`src/rtl/store_merge_sequencer.sv`:
```
// +----------------------------------------------------------------------------+
// | store_merge_sequencer: read-modify-write sequencer for sub-word stores       |
// | Rev 1.0                                                                      |
// +----------------------------------------------------------------------------+
`default_nettype none

module store_merge_sequencer #(
    parameter int DATA_WIDTH = 32,
    parameter int ADDR_WIDTH = 32,
    parameter bit BIG_ENDIAN = 1'b1
) (
    input  logic                          clk,
    input  logic                          reset,
    input  logic                          clk_enable,
    input  logic                          req_valid,
    input  logic [ADDR_WIDTH-1:0]         req_addr,
    input  logic [$clog2($clog2(DATA_WIDTH/8)+1)-1:0] req_size,
    input  logic [DATA_WIDTH-1:0]         req_wdata,
    output logic                          stall,
    output logic                          done,
    output logic                          misaligned,
    output logic [ADDR_WIDTH-1:0]         mem_address,
    output logic                          mem_read,
    output logic                          mem_write,
    output logic [DATA_WIDTH-1:0]         mem_writedata,
    input  logic [DATA_WIDTH-1:0]         mem_readdata,
    input  logic                          mem_waitrequest
);

    localparam int LANES = DATA_WIDTH / 8;
    localparam int LB    = $clog2(LANES);
    localparam int SZ_W  = $clog2(LB + 1);

    typedef enum logic [1:0] {
        S_IDLE  = 2'd0,
        S_READ  = 2'd1,
        S_MERGE = 2'd2,
        S_WRITE = 2'd3
    } state_t;

    state_t                r_state;
    state_t                w_next;
    logic [DATA_WIDTH-1:0] r_merge;
    logic [DATA_WIDTH-1:0] r_wdata;
    logic [SZ_W-1:0]       r_size;
    logic [LB-1:0]         r_offset;

    logic                  w_full;
    logic                  w_reject;
    logic [LB:0]           w_nbytes;
    logic [LB:0]           w_lane_sh;
    logic [DATA_WIDTH-1:0] w_mask;
    logic [DATA_WIDTH-1:0] w_merged;

    // Low req_size bits of the lane offset must be zero; oversize requests are rejected outright.
    assign w_full   = (req_size == SZ_W'(LB));
    assign w_reject = (req_size > SZ_W'(LB)) ||
                      ((req_addr[LB-1:0] & ~({LB{1'b1}} << req_size)) != '0);

    assign w_nbytes = (LB+1)'(1) << r_size;
    assign w_mask   = ~({DATA_WIDTH{1'b1}} << {w_nbytes, 3'b000});

    // In both byte orders the source field lands as one contiguous shifted block.
    generate
        if (BIG_ENDIAN) begin : g_big_endian
            assign w_lane_sh = (LB+1)'(LANES) - w_nbytes - {1'b0, r_offset};
        end else begin : g_little_endian
            assign w_lane_sh = {1'b0, r_offset};
        end
    endgenerate

    assign w_merged = (r_merge & ~(w_mask << {w_lane_sh, 3'b000})) |
                      ((r_wdata & w_mask) << {w_lane_sh, 3'b000});

    always_ff @(posedge clk or posedge reset) begin
        if (reset) begin
            r_state <= S_IDLE;
        end else if (clk_enable) begin
            r_state <= w_next;
        end
    end

    always_comb begin
        w_next    = r_state;
        mem_read  = 1'b0;
        mem_write = 1'b0;
        stall     = (r_state != S_IDLE);
        case (r_state)
            S_IDLE: begin
                if (req_valid && !w_reject) begin
                    w_next = w_full ? S_WRITE : S_READ;
                end
            end
            S_READ: begin
                mem_read = 1'b1;
                if (!mem_waitrequest) begin
                    w_next = S_MERGE;
                end
            end
            S_MERGE: begin
                w_next = S_WRITE;
            end
            S_WRITE: begin
                mem_write = 1'b1;
                if (!mem_waitrequest) begin
                    w_next = S_IDLE;
                end
            end
            default: begin
                w_next = S_IDLE;
            end
        endcase
    end

    always_ff @(posedge clk or posedge reset) begin
        if (reset) begin
            done          <= 1'b0;
            misaligned    <= 1'b0;
            mem_address   <= '0;
            mem_writedata <= '0;
            r_merge       <= '0;
            r_wdata       <= '0;
            r_size        <= '0;
            r_offset      <= '0;
        end else if (clk_enable) begin
            done       <= (r_state == S_WRITE) && !mem_waitrequest;
            misaligned <= (r_state == S_IDLE) && req_valid && w_reject;
            case (r_state)
                S_IDLE: begin
                    if (req_valid && !w_reject) begin
                        mem_address <= {req_addr[ADDR_WIDTH-1:LB], {LB{1'b0}}};
                        r_size      <= req_size;
                        r_offset    <= req_addr[LB-1:0];
                        r_wdata     <= req_wdata;
                        if (w_full) begin
                            mem_writedata <= req_wdata;
                        end
                    end
                end
                S_READ: begin
                    if (!mem_waitrequest) begin
                        r_merge <= mem_readdata;
                    end
                end
                S_MERGE: begin
                    mem_writedata <= w_merged;
                end
                default: begin
                end
            endcase
        end
    end

endmodule

`default_nettype wire
```
`config.mk`:
```
export PLATFORM = sky130hd
export DESIGN_NAME = store_merge_sequencer
export DESIGN_NICKNAME = d
export VERILOG_FILES = /design/src/rtl/store_merge_sequencer.sv
export SDC_FILE = /design/constraint.sdc
export NUM_CORES = 1
export LEC_CHECK = 0
export ABC_CLOCK_PERIOD_IN_PS = 5400
export BUFFER_PORTS_ARGS = -buffer_cell sky130_fd_sc_hd__clkbuf_2
export CORE_MARGIN = 8
export CORE_UTILIZATION = 35
export DETAILED_ROUTE_END_ITERATION = 10
export PLACE_DENSITY = 0.66
export SLEW_MARGIN = 25
export SYNTH_ARGS = -nofsm -noshare
export SYNTH_HDL_FRONTEND = slang
export SYNTH_SLANG_ARGS = --single-unit
```
`constraint.sdc`:
```
create_clock -name clk -period 5.4 [get_ports clk]
set_clock_uncertainty 0.05 [all_clocks]
set_input_delay 0.54 -clock clk [delete_from_list [all_inputs] [get_ports clk]]
set_output_delay 0.54 -clock clk [all_outputs]
set_load 0.005 [all_outputs]
```
### Word level (Yosys, flattened, before mapping)

Index checks and enable logic that the tools add are counted.

| word-level totals | value |
|---|---|
| register bits | 134 |
| input port bits | 103 |
| output and inout bits | 69 |

| operators by class | value |
|---|---|
| $add $sub $neg | 2 |
| order comparisons | 1 |
| equal/unequal tests | 8 |
| shift operators | 5 |
| multiplexer cells | 10 |
| bitwise operators | 8 |
| reductions and logical operators | 15 |

Operator list:

| cell | count |
|---|---|
| AND 32 bit | 2 |
| two-way mux 32 bit | 2 |
| NOT 32 bit | 2 |
| one-hot mux 32 bit (2 select lines) | 1 |
| left shift 32 x 6 -> 32 bit | 2 |
| OR 32 bit | 1 |
| left shift 32 x 6 -> 32 bit, first input constant | 1 |
| two-way mux 2 bit | 4 |
| != test 2 bit, second input constant | 4 |
| one-hot mux 2 bit (4 select lines) | 1 |
| AND reduction 4 bit | 2 |
| == test 2 bit, second input constant | 3 |
| AND reduction 3 bit | 2 |
| nonzero test 2 bit | 3 |
| logical AND 1 bit | 4 |
| left shift 1 x 2 -> 3 bit, first input constant | 1 |
| subtractor 3 x 2 -> 3 bit | 1 |
| subtractor 3 bit, first input constant | 1 |
| AND 2 bit | 1 |
| == test 2 x 1 -> 1 bit, second input constant | 1 |
| greater-than comparator 2 bit, second input constant | 1 |
| zero test 1 bit | 2 |
| zero test 2 bit | 1 |
| two-way mux 1 bit | 2 |
| other kinds (4) | 4 |

### Depth between registers and ports, before layout

| depth | value |
|---|---|
| word-level depth | 9 |
| depth in mapped cells | 12 |
| gate-level depth less buffers | 10 |

### Least setup slack after synthesis

Ideal clock, no wire load.

| path | value |
|---|---|
| path kind | reg2reg |
| start | register r_size[1] |
| end | register mem_writedata[16] |
| library setup time | 126 ps |
| arrival | 2269 ps |
| setup slack | 2955 ps |
| stages on the path, launching flop included | 13 |
| buffers on the path | 2 |
| period minus slack after synthesis | 2445 ps |
| cells stage by stage | dfrtp_1 -> inv_1 -> ha_1 -> ha_1 -> inv_1 -> ha_1 -> buf_6 -> nor2b_1 -> buf_1 -> nand2_1 -> a21o_1 -> a211oi_1 -> o21ai_1 |

| between the ends | value |
|---|---|
| word-level cells in the longest chain between the ends | 8 |
| elaborated cells between the ends (all ways) | 12 |

RTL lines:

| element | RTL line | source |
|---|---|---|
| start, declared | 45 | `logic [SZ_W-1:0] r_size;` |
| start signal, assigned | 132 | `r_size <= req_size;` |
| left shift 1 x 2 -> 3 bit * | 60 | `assign w_nbytes = (LB+1)'(1) << r_size;` |
| subtractor 3 bit or left shift 32 x 6 -> 32 bit (tied branches) | 66, 61 |  |
| subtractor 3 x 2 -> 3 bit or NOT 32 bit (tied branches) | 66, 61 |  |
| left shift 32 x 6 -> 32 bit | 72 | `assign w_merged = (r_merge & ~(w_mask << {w_lane_sh, 3'b000})) \|` |
| NOT 32 bit | 72 |  |
| AND 32 bit | 72 |  |
| OR 32 bit * | 72 |  |
| one-hot mux 32 bit (2 select lines) * | 128 | `case (r_state)` |
| end signal, assigned | 136 | `mem_writedata <= req_wdata;` |
| end signal, assigned | 146 | `mem_writedata <= w_merged;` |
| end, declared | 25 | `output logic [DATA_WIDTH-1:0] mem_writedata,` |

Mark *: on every way between the ends. The rest lies on a longest branch, timed or not.
A chain may end at the register's enable or synchronous reset.

### Worst setup path in the final report

| path | value |
|---|---|
| start | register r_size[1] |
| end | register mem_writedata[4] |

The elaborated chain is that of the path after synthesis.

==> metrics.md <==
| Metric | Value |
|---|---|
| Count leader, synth | `dfrtp_1` |
| Vias in the first global route | `5,162` |
| Most used flip-flop cell after synthesis | `dfrtp_1` |
| DRC viols | `0` |
| Via count | `4,908` |
| Initial DRC count | `395` |
| Die extent in x | `152 um` |
| Gr ovfl total | `0` |
| Area leader, netlist | `dfrtp_1` |
| Initial antenna violation count | `0` |
| Setup Buffers After CTS | `0` |
| Worst Path Arrival | `3560 ps` |
| First-pass GRT wire length | `29,600 um` |
| Max H-tree Level | `4` |
| Sequential area share after synthesis | `0.519` |
| Register area | `3350 sq um` |
| Period utilisation layout | `0.613` |
| FF-to-FF setup slack | `2090 ps` |
| Crit path setup slack, layout | `2090 ps` |
| Reg-to-reg endpoint | `mem_writedata[4]$_DFFE_PP0P_` |
| RSZ-0062 raised after global routing | `no` |
| Min Tclk post-route | `3310 ps` |
| Synth Area per Inst | `12.1 sq um` |
| Total Die Area | `23,000 sq um` |
| Boundary Pins | `172` |
| Post-synthesis register bit count | `134` |
| Crit. End Element | `register` |
| Critical Path, Cell by Cell | `inv_1, ha_1, ha_1, inv_1, ha_1, xnor2_2, xnor2_1, buf_4, or4_1, mux2i_1, o211ai_1` |
| Synth top area share | `0.519` |
| LEAKAGE | `3.81 nW` |
| # diodes | `0` |
| Root Driver | `clkbuf_16` |
| Syn. warnings | `0` |
| Outcome | `completed` |
| Yosys cell types | `46` |
| Worst Tran Pin Value | `960 ps` |
| Share of layout cells above drive strength 1 | `0.463` |
| Final non-filler cell total | `935` |
| Reg2reg path depth | `11` |
| EDFF count, synth | `0` |
| Largest net degree at the start of global routing | `53` |
| Post-DP HPWL | `13,700 um` |
| Setup TNS Final | `0 ps` |
| Mapped Cells | `535` |
| Worst r2r src | `r_size[1]$_DFFE_PP0P_` |
| Post-CTS sizing | `0` |
| Avg WL per Cell | `19.9 um` |
| CTS tree | `built` |
| P&R area growth vs syn | `24.6%` |
| Clock tree buffer depth | `2` |
| Most area-consuming cells after synthesis | `dfrtp_1 (52%), mux2_2 (17%), nand2_1 (2.9%), ha_1 (2.3%), mux2i_1 (1.7%)` |
| DRT antenna net count | `0` |
| Fin. Hold Viols | `0` |
| Crit path max fanout | `13` |
| Relative max-transition margin | `0.360` |
| Final #Nets | `808` |
| Footprint of the multi-input gates | `2770 sq um` |
| Max-Cap Viols | `0` |
| Slowest stage delay, CP | `710 ps` |
| Synth top cells by count | `dfrtp_1 (134), mux2_2 (99), nand2_1 (50)` |
| Number of port buffers | `169` |
| Peak supply drop | `0.341 mV` |
| Max Slew Vio Count | `0` |
| Worst skew pair latency | `430 ps` |
| Fmax | `0.302 GHz` |
| Power Density | `686 nW/um^2` |
| CP startpoint kind | `register` |
| Total Wirelength | `18,700 um` |
| CTS Buf Count | `17` |
| Worst-path clk slew | `60 ps` |
| Most frequent CP cell | `ha_1` |
| Setup violators final | `0` |
| Worst path required time | `5650 ps` |
| GRT Total Usage | `0.162` |
| CP max-delay cell | `xnor2_1` |
| Core area | `18,000 sq um` |
| Fill cell count | `1,731` |
| Hold-fix buffer count after cts | `0` |
| Initial Util | `0.358` |
| Die H | `152 um` |
| HP Class | `input pin to async pin` |
| Cell Rows | `49` |
| Setup WS pre-CTS | `2100 ps` |
| GPL Wtd Cong | `0.818` |
| # placed instances | `903` |
| Cell Area, Synth | `6450 sq um` |
| Via density | `5.25` |
| CTS sink cnt | `134` |
| Setup CP Type | `register to register` |
| Async S/R FF share, synth | `1.00` |
| TritonRoute pass-1 iters | `5` |
[layout make-up]
| cell class | count | share of cell area |
|---|---|---|
| clock buffers | 21 | 0.0585 |
| clock inverters | 11 | 0.0215 |
| inverters | 21 | 0.0101 |
| multi-input cells | 342 | 0.345 |
| flip-flops and latches | 134 | 0.417 |
| well taps | 229 | 0.0356 |
| repair buffers | 177 | 0.113 |
[worst max-delay path, delay by kind of cell (launching register included)]
kind,cells,cell delay [ps]
AOI/OAI and AO/OA,1,90
xor gates and xnor gates,2,850
adders and majority gates,3,660
buffers and inverters,3,440
DFF,1,370
muxes,1,250
and+or+nand+nor,1,460
[worst max-delay path by stage]
stage                                     start                      endpoint  slack, ps  cells after the start
after floorplan                           reset              done$_DFFE_PP0P_       1230                      1
after global placement    r_size[1]$_DFFE_PP0P_  mem_writedata[0]$_DFFE_PP0P_       2150                     11
after detailed placement  r_size[1]$_DFFE_PP0P_  mem_writedata[1]$_DFFE_PP0P_       2100                     11
after CTS                 r_size[1]$_DFFE_PP0P_  mem_writedata[4]$_DFFE_PP0P_       2100                     11
after global routing      r_size[1]$_DFFE_PP0P_  mem_writedata[3]$_DFFE_PP0P_       1830                     11
final                     r_size[1]$_DFFE_PP0P_  mem_writedata[4]$_DFFE_PP0P_       2090                     11
[stage by stage]
stage          utilization  total power [mW]  hold WS (ps)  cell area (sq um)
6_report             0.446              5.51          61.7               8040
5_1_grt              0.446              5.86          93.7               8040
4_1_cts              0.445              5.53          63.8               8030
3_5_place_dp         0.410              4.26           428               7390
3_3_place_gp         0.410              4.20           418               7390
2_1_floorplan            -              3.54           427               6460
[per-layer routing]
layer  global-route usage  vias to the layer above  share of wire
met5                    0                        -              0
met4               0.0537                        0          0.014
met3               0.0666                       20          0.090
met2                0.249                      197           0.46
met1                0.201                     2431           0.44
li1                     -                     2260              -
[cells by family (layout without fill, tap and decap cells)]
logic type	after synthesis	in the layout	synth area share
AO/OA/AOI/OAI	127	127	0.140
multiplexers	115	115	0.198
other	1	2	0.000581
XOR/XNOR	2	2	0.00388
buffers and inverters	60	230	0.0554
flip-flops	134	134	0.519
AND/OR/NAND/NOR	84	84	0.0585
adder cells (fa/ha/maj)	12	12	0.0233
[state kept, by name, indices dropped and copies added (netlist names)]
| register | count |
|---|---|
| mem_writedata | 32 |
| r_merge | 32 |
| r_wdata | 32 |
| mem_address | 30 |
| r_offset | 2 |
| r_size | 2 |
| r_state | 2 |
| done | 1 |
| misaligned | 1 |
[cells in the final DEF (no fill, tap or decap), drive strengths merged]
master and instances:
nand3 17, xnor2 2, nand2b 3, nand2 50
bufinv 4, o21a 3, a211oi 8, o21bai 1
nor2 6, clkbuf 190, clkinvlp 4, nor3b 1
a32o 7, ha 12, a211o 1, a21o 8
conb 2, o221ai 8, dfrtp 134, mux2i 11
clkinv 4, buf 8, nor4 1, o211a 1
a311oi 1, or4 1, a21oi 9, a22oi 8
inv 20, o21ai 37, a32oi 8, mux2 104
a221oi 8, a22o 1, o211ai 8, o22ai 10
nor2b 5
[power by group]
group / internal [mW] / leakage (nW) / switching [mW]
Clock: 0.809 / 0.302 / 0.451
Combinational: 1.06 / 1.87 / 1.36
Sequential: 1.50 / 1.63 / 0.340
Total: 3.36 / 3.81 / 2.15
Note: power is estimated with default switching activity, not from simulation.
